File: src/rtl/i2c_pkg.sv
// Shared types and constants for the I2C byte responder.
`timescale 1ns / 1ps

package i2c_pkg;

    typedef enum logic [1:0] {
        ST_IDLE   = 2'd0,
        ST_RX     = 2'd1,
        ST_ACK    = 2'd2,
        ST_IGNORE = 2'd3
    } state_e;

    localparam logic I2C_ACK       = 1'b0;
    localparam logic I2C_NACK      = 1'b1;
    localparam int   BITS_PER_BYTE = 8;

    // An address byte is ours only when it carries our address with the write bit.
    function automatic logic addr_match(input logic [7:0] b, input logic [6:0] addr);
        return (b[7:1] == addr) && (b[0] == 1'b0);
    endfunction

endpackage

File: src/rtl/i2c_line_sync.sv
// Synchronises the SCL/SDA pads and turns their edges into registered one-clk events.
`timescale 1ns / 1ps

module i2c_line_sync #(
    parameter int SYNC_STAGES = 2
) (
    input  logic clk,
    input  logic rst_n,
    input  logic scl_i,
    input  logic sda_i,
    output logic sda,
    output logic scl_rise,
    output logic scl_fall,
    output logic start_det,
    output logic stop_det
);

    logic [SYNC_STAGES-1:0] scl_sync;
    logic [SYNC_STAGES-1:0] sda_sync;
    logic                   scl_now;
    logic                   sda_now;
    logic                   scl_prev;

    assign scl_now = scl_sync[SYNC_STAGES-1];
    assign sda_now = sda_sync[SYNC_STAGES-1];

    // Reset to the idle bus level so releasing reset never fakes an edge.
    always_ff @(posedge clk) begin
        // NOTE: non-blocking assignments keep every flop sampling pre-edge values.
        if (!rst_n) begin
            scl_sync  <= '1;
            sda_sync  <= '1;
            scl_prev  <= 1'b1;
            sda       <= 1'b1;
            scl_rise  <= 1'b0;
            scl_fall  <= 1'b0;
            start_det <= 1'b0;
            stop_det  <= 1'b0;
        end else begin
            scl_sync  <= {scl_sync[SYNC_STAGES-2:0], scl_i};
            sda_sync  <= {sda_sync[SYNC_STAGES-2:0], sda_i};
            scl_prev  <= scl_now;
            sda       <= sda_now;
            scl_rise  <= scl_now & ~scl_prev;
            scl_fall  <= ~scl_now & scl_prev;
            start_det <= scl_now & scl_prev & ~sda_now & sda;
            stop_det  <= scl_now & scl_prev & sda_now & ~sda;
        end
    end

endmodule

File: src/rtl/i2c_byte_responder.sv
// Write-only I2C target: receives bytes, ACKs/NACKs open-drain, hands bytes to the core.
// Define I2C_ADDR_MATCH_EN to treat the first byte after START as a 7-bit address.
`timescale 1ns / 1ps

module i2c_byte_responder
    import i2c_pkg::*;
#(
    parameter logic [6:0] ADDR        = 7'h13,
    parameter int         SYNC_STAGES = 2,
    parameter int         HOLD_CYC    = 4
) (
    input  logic       clk,
    input  logic       rst_n,
    input  logic       scl_i,
    input  logic       sda_i,
    output logic       sda_oe,
    input  logic       rx_ready,
    output logic [7:0] rx_data,
    output logic       rx_valid,
    output logic       rx_addr_hit,
    output logic       rx_start,
    output logic       rx_stop,
    output logic       busy
);

    localparam int HW = $clog2(HOLD_CYC + 1);

    if (SYNC_STAGES < 2 || HOLD_CYC < 1) begin : g_bad_params
        $error("SYNC_STAGES must be >= 2 and HOLD_CYC >= 1");
    end
    if (ADDR[6:3] == 4'b0000 || ADDR[6:3] == 4'b1111) begin : g_reserved_addr
        $error("ADDR lies in an I2C reserved address range");
    end

    logic sda;
    logic scl_rise;
    logic scl_fall;
    logic start_det;
    logic stop_det;

    i2c_line_sync #(.SYNC_STAGES(SYNC_STAGES)) u_line_sync (
        .clk       (clk),
        .rst_n     (rst_n),
        .scl_i     (scl_i),
        .sda_i     (sda_i),
        .sda       (sda),
        .scl_rise  (scl_rise),
        .scl_fall  (scl_fall),
        .start_det (start_det),
        .stop_det  (stop_det)
    );

    state_e                     state;
    logic [2:0]                 bit_cnt;
    logic [BITS_PER_BYTE-2:0]   shift;
    logic [HW-1:0]              hold_cnt;
    logic                       ack_bit;
    logic                       ack_phase;   // 0: drive after 8th fall, 1: release after 9th
    logic [7:0]                 byte_now;
    logic                       ack_now;
`ifdef I2C_ADDR_MATCH_EN
    logic                       addr_phase;
`endif

    assign byte_now = {shift, sda};

    always_comb begin
        // NOTE: default first so every path assigns ack_now and no latch is inferred.
        ack_now = I2C_NACK;
`ifdef I2C_ADDR_MATCH_EN
        if (addr_phase) begin
            if (addr_match(byte_now, ADDR)) ack_now = I2C_ACK;
        end else if (rx_ready) begin
            ack_now = I2C_ACK;
        end
`else
        if (rx_ready) ack_now = I2C_ACK;
`endif
    end

`ifndef I2C_ADDR_MATCH_EN
    assign rx_addr_hit = 1'b0;
`endif

    always_ff @(posedge clk) begin
        if (!rst_n) begin
            state     <= ST_IDLE;
            bit_cnt   <= '0;
            shift     <= '0;
            hold_cnt  <= '0;
            ack_bit   <= I2C_NACK;
            ack_phase <= 1'b0;
            sda_oe    <= 1'b0;
            rx_data   <= 8'h00;
            rx_valid  <= 1'b0;
            rx_start  <= 1'b0;
            rx_stop   <= 1'b0;
            busy      <= 1'b0;
`ifdef I2C_ADDR_MATCH_EN
            rx_addr_hit <= 1'b0;
            addr_phase  <= 1'b0;
`endif
        end else begin
            rx_valid <= 1'b0;
            rx_start <= 1'b0;
            rx_stop  <= 1'b0;
`ifdef I2C_ADDR_MATCH_EN
            rx_addr_hit <= 1'b0;
`endif
            if (stop_det) begin
                state    <= ST_IDLE;
                busy     <= 1'b0;
                sda_oe   <= 1'b0;
                rx_stop  <= 1'b1;
                bit_cnt  <= '0;
                hold_cnt <= '0;
            end else if (start_det) begin
                state    <= ST_RX;
                busy     <= 1'b1;
                sda_oe   <= 1'b0;
                rx_start <= 1'b1;
                bit_cnt  <= '0;
                hold_cnt <= '0;
`ifdef I2C_ADDR_MATCH_EN
                addr_phase <= 1'b1;
`endif
            end else begin
                case (state)
                    ST_RX: begin
                        if (scl_rise) begin
                            shift   <= byte_now[BITS_PER_BYTE-2:0];
                            bit_cnt <= bit_cnt + 3'd1;
                            if (bit_cnt == 3'(BITS_PER_BYTE - 1)) begin
                                ack_bit   <= ack_now;
                                ack_phase <= 1'b0;
                                hold_cnt  <= '0;
                                state     <= ST_ACK;
`ifdef I2C_ADDR_MATCH_EN
                                addr_phase <= 1'b0;
                                if (ack_now == I2C_ACK) begin
                                    if (addr_phase) begin
                                        rx_addr_hit <= 1'b1;
                                    end else begin
                                        rx_data  <= byte_now;
                                        rx_valid <= 1'b1;
                                    end
                                end
`else
                                if (ack_now == I2C_ACK) begin
                                    rx_data  <= byte_now;
                                    rx_valid <= 1'b1;
                                end
`endif
                            end
                        end
                    end
                    // SDA only moves HOLD_CYC clocks after SCL falls to respect hold time.
                    ST_ACK: begin
                        if (scl_fall) begin
                            hold_cnt <= HW'(HOLD_CYC);
                        end else if (hold_cnt != '0) begin
                            hold_cnt <= hold_cnt - HW'(1);
                            if (hold_cnt == HW'(1)) begin
                                if (!ack_phase) begin
                                    sda_oe    <= (ack_bit == I2C_ACK);
                                    ack_phase <= 1'b1;
                                end else begin
                                    sda_oe  <= 1'b0;
                                    bit_cnt <= '0;
                                    state   <= (ack_bit == I2C_ACK) ? ST_RX : ST_IGNORE;
                                end
                            end
                        end
                    end
                    ST_IGNORE: sda_oe <= 1'b0;
                    default: ;
                endcase
            end
        end
    end

endmodule

File: config.mk
export PLATFORM = sky130hd
export DESIGN_NAME = i2c_byte_responder
export DESIGN_NICKNAME = d
export VERILOG_FILES = /design/src/rtl/i2c_pkg.sv /design/src/rtl/i2c_line_sync.sv /design/src/rtl/i2c_byte_responder.sv
export SDC_FILE = /design/constraint.sdc
export NUM_CORES = 1
export LEC_CHECK = 0
export CORE_MARGIN = 3
export CORE_UTILIZATION = 37
export DETAILED_ROUTE_END_ITERATION = 6
export GPL_TIMING_DRIVEN = 0
export HOLD_SLACK_MARGIN = 0.02
export PLACE_DENSITY = 0.62
export SLEW_MARGIN = 10
export SYNTH_ARGS = -nofsm -noshare
export SYNTH_HDL_FRONTEND = slang
export SYNTH_SLANG_ARGS = --single-unit
File: constraint.sdc
create_clock -name clk -period 2.8 [get_ports clk]
set_input_delay 0.28 -clock clk [delete_from_list [all_inputs] [get_ports clk]]
set_output_delay 0.28 -clock clk [all_outputs]
set_load 0.01 [all_outputs]
==> reports/qor.yml <==
antenna_left: 0
synthArstFlopShare: 0
initialDrtViolationCount: 65
gp_congestion: 0.7551
synth-seq-cells: 40
cts.clk_slew.worst_paths_ns: 0.07
numCtsBuffers: 5
hold_viol: 0
die_area_um2: 5335
die_h_um: 73.04
syn_area_per_cell_um2: 9.557
initial_utilization: 0.3985
ir_drop_uv: 342.5
reg2reg_depth: 6
first_pass_iters: 4
via_per_inst: 4.903
clockBufferDepth: 2
rows: 23
internal-power_w: 0.0008014
min_to: "u_line_sync.scl_sync[1]"
dp.cells: 241
cap_violations: 0
critPathLaunchType: "flip-flop"
switching_share: 0.2468
hp-start: "u_line_sync.scl_sync[0]"
dp_hpwl_um: 2288
cts_tree: "yes"
worst_hold_slack_ns: 0.4172
post_cts_buffers: 0
htree_levels: 2
power_frac_clock: 0.334
maxSlewViolCount: 0
powerDensity_nw_per_um2: 538.2
grt_max_degree: 13
p_comb_frac: 0.105
outcome: "completed"
clockRootBuffer: "clkbuf_8"
yosysUniqueCellTypes: 34
cts_resized: 0
holdPathStages: 1
fin_util: 0.4738
detail_route.wirelength_um: 3067
crit_fanout: 6
syn2layout_area_growth_pct: 18.89
critPathArrivalTime_ns: 2.04
ioPinCount: 19
cts.sinks: 40
fin_nets: 211
worst_clock_skew_ns: 0.003132
grt_pass1_wl_um: 5340
synth_nets: 187
timing.rr.start: "hold_cnt[0]"
layoutNonFillerInstCount: 248
syn_inst: 174
synth_area_um2: 1663
ys.warnings.count: 0
clock_latency_ns: 0.28
tns_ns: 0
num_vias: 1216
endpoint_kind: "flip-flop"
antennaDiodeCount: 0
ys.flop_type: "dfxtp_1"
n_fill_cell: 395
p_switching_w: 0.0002626
die_w_um: 73.04
crit_required_ns: 2.96
avgRoutedWirePerCell_um: 12.37
worstSetupPathType: "flip-flop to flip-flop"
coreArea_um2: 4173
min_period_ns: 1.878
ys_seq_area_frac: 0.4816
synth_edf_count: 0
drc_errors: 0
grt_pass1_vias: 1224
grt.overflow.total: 0
cellLeakagePower_nw: 0.7298
setup_viol: 0
drive_gt1_frac: 0.08586
antenna_found_initial: 0
hold_buffers: 0
r2r_end: "bit_cnt[0]"
max_freq_ghz: 0.5324
period_share: 0.6709
portBuffers: 17
hp-class: "flip-flop to flip-flop"
seq_power_share: 0.561
rsz0062_at_grt: "false"
grt_usage: 0.1294
rrSetupSlack_ns: 0.92
## synth_stat cells (4+ instances only)
library cell	count	area (um2)
inv_1	8	30.03
a21boi_0	9	67.56
and3_1	4	25.02
nand2_1	20	75.07
nand2b_1	10	62.56
nor2b_1	8	50.05
dfxtp_1	40	800.8
a21oi_1	6	30.03
nand3_1	4	20.02
o21ai_0	4	20.02
mux2i_1	10	100.1
nor2_1	14	52.55
ha_1	8	100.1
## how the worst max path moves through the flow
stage / startpoint / endpoint / slack, ns / cells past startpoint
2_1_floorplan: hold_cnt[0] / sda_oe / 1.13 / 6
3_3_place_gp: rst_n / hold_cnt[2] / 0.96 / 4
3_5_place_dp: hold_cnt[0] / sda_oe / 0.93 / 6
4_1_cts: hold_cnt[0] / sda_oe / 0.91 / 6
5_1_grt: hold_cnt[0] / sda_oe / 0.81 / 6
6_report: hold_cnt[0] / bit_cnt[0] / 0.92 / 6
## logic make-up (layout without fill, tap and decap cells)
kind of cell    after synthesis  count (layout)  share of synthesized area
simple gates                 71              71                     0.2287
buf+inv                      15              39                    0.03988
compound gates               28              28                     0.1204
other cells                   1               1                   0.002255
flops                        40              40                     0.4816
fa+ha+maj                     8               8                    0.06020
mux                          11              11                    0.06697
## power by group through the flow
| stage | sequential (W) | combinational, W | clock, W |
|---|---|---|---|
| after floorplan | 0.000607 | 0.0000848 | 0 |
| after global placement | 0.000608 | 0.000106 | 0 |
| after detailed placement | 0.000610 | 0.000112 | 0 |
| after CTS | 0.000596 | 0.000113 | 0.000369 |
| after global routing | 0.000599 | 0.000127 | 0.000396 |
| final | 0.000597 | 0.000112 | 0.000355 |
## flip-flops by register name, indices dropped and copies added (netlist names), 2 cells and up
| name | cells |
|---|---|
| rx_data | 8 |
| shift | 7 |
| bit_cnt | 3 |
| hold_cnt | 3 |
| state | 2 |
| u_line_sync.scl_sync | 2 |
| u_line_sync.sda_sync | 2 |
## per-layer routing
layer	part of all wire	track usage
met1	0.45	0.1483
met2	0.50	0.2244
met3	0.034	0.03857
met4	0.016	0.04918
met5	0	0
## cells in the final DEF, fill, tap and decap left out, drive strengths merged
| cell | Yosys | layout |
|---|---|---|
| o221a | 1 | 1 |
| mux2 | 1 | 1 |
| nor3 | 1 | 1 |
| mux2i | 10 | 10 |
| and3 | 5 | 5 |
| a32oi | 1 | 1 |
| nand2b | 10 | 10 |
| o21ai | 4 | 4 |
| dfxtp | 40 | 40 |
| clkinvlp | 0 | 1 |
| a22oi | 1 | 1 |
| clkdlybuf4s50 | 0 | 17 |
| inv | 8 | 8 |
| a21boi | 9 | 9 |
| ha | 8 | 8 |
| conb | 1 | 1 |
| a21o | 1 | 1 |
| nand3b | 2 | 2 |
| a21oi | 7 | 7 |
| buf | 4 | 4 |
| and2 | 2 | 2 |
| nor2 | 14 | 14 |
| nor2b | 8 | 8 |
| clkinv | 0 | 1 |
| clkbuf | 3 | 8 |
| nand2 | 20 | 20 |
| a221oi | 1 | 1 |
| a41o | 1 | 1 |
| nor3b | 3 | 3 |
| nor4b | 2 | 2 |
| nand3 | 4 | 4 |
| a211oi | 2 | 2 |
## area by class of cell
type	instances	area, um2	area share
Buffer	7	36.28	0.01835
Tap cell	50	62.56	0.03165
Timing Repair Buffer	17	170.2	0.08608
Sequential cell	40	800.8	0.4051
Clock inverter	2	12.51	0.006329
Multi-Input combinational cell	119	795.8	0.4025
Inverter	8	30.03	0.01519
Clock buffer	5	68.82	0.03481
## stage by stage
| stage | total power, W | area, um2 | setup slack [ns] |
|---|---|---|---|
| after CTS | 0.001078 | 1977 | 0.9148 |
| after detailed placement | 0.0007220 | 1896 | 0.9265 |
| after global placement | 0.0007143 | 1896 | 0.9636 |
| after global routing | 0.001122 | 1977 | 0.8089 |
| final | 0.001064 | 1977 | 0.9216 |
| after floorplan | 0.0006914 | 1663 | 1.127 |
## worst max-delay path, cell delays in order (launching register included)
cell	delay [ns]
dfxtp_1	0.39
inv_1	0.08
ha_1	0.26
nor4b_4	0.45
a21boi_0	0.24
o21ai_0	0.24
a21oi_1	0.10
Note: power is estimated with default switching activity, not from simulation.
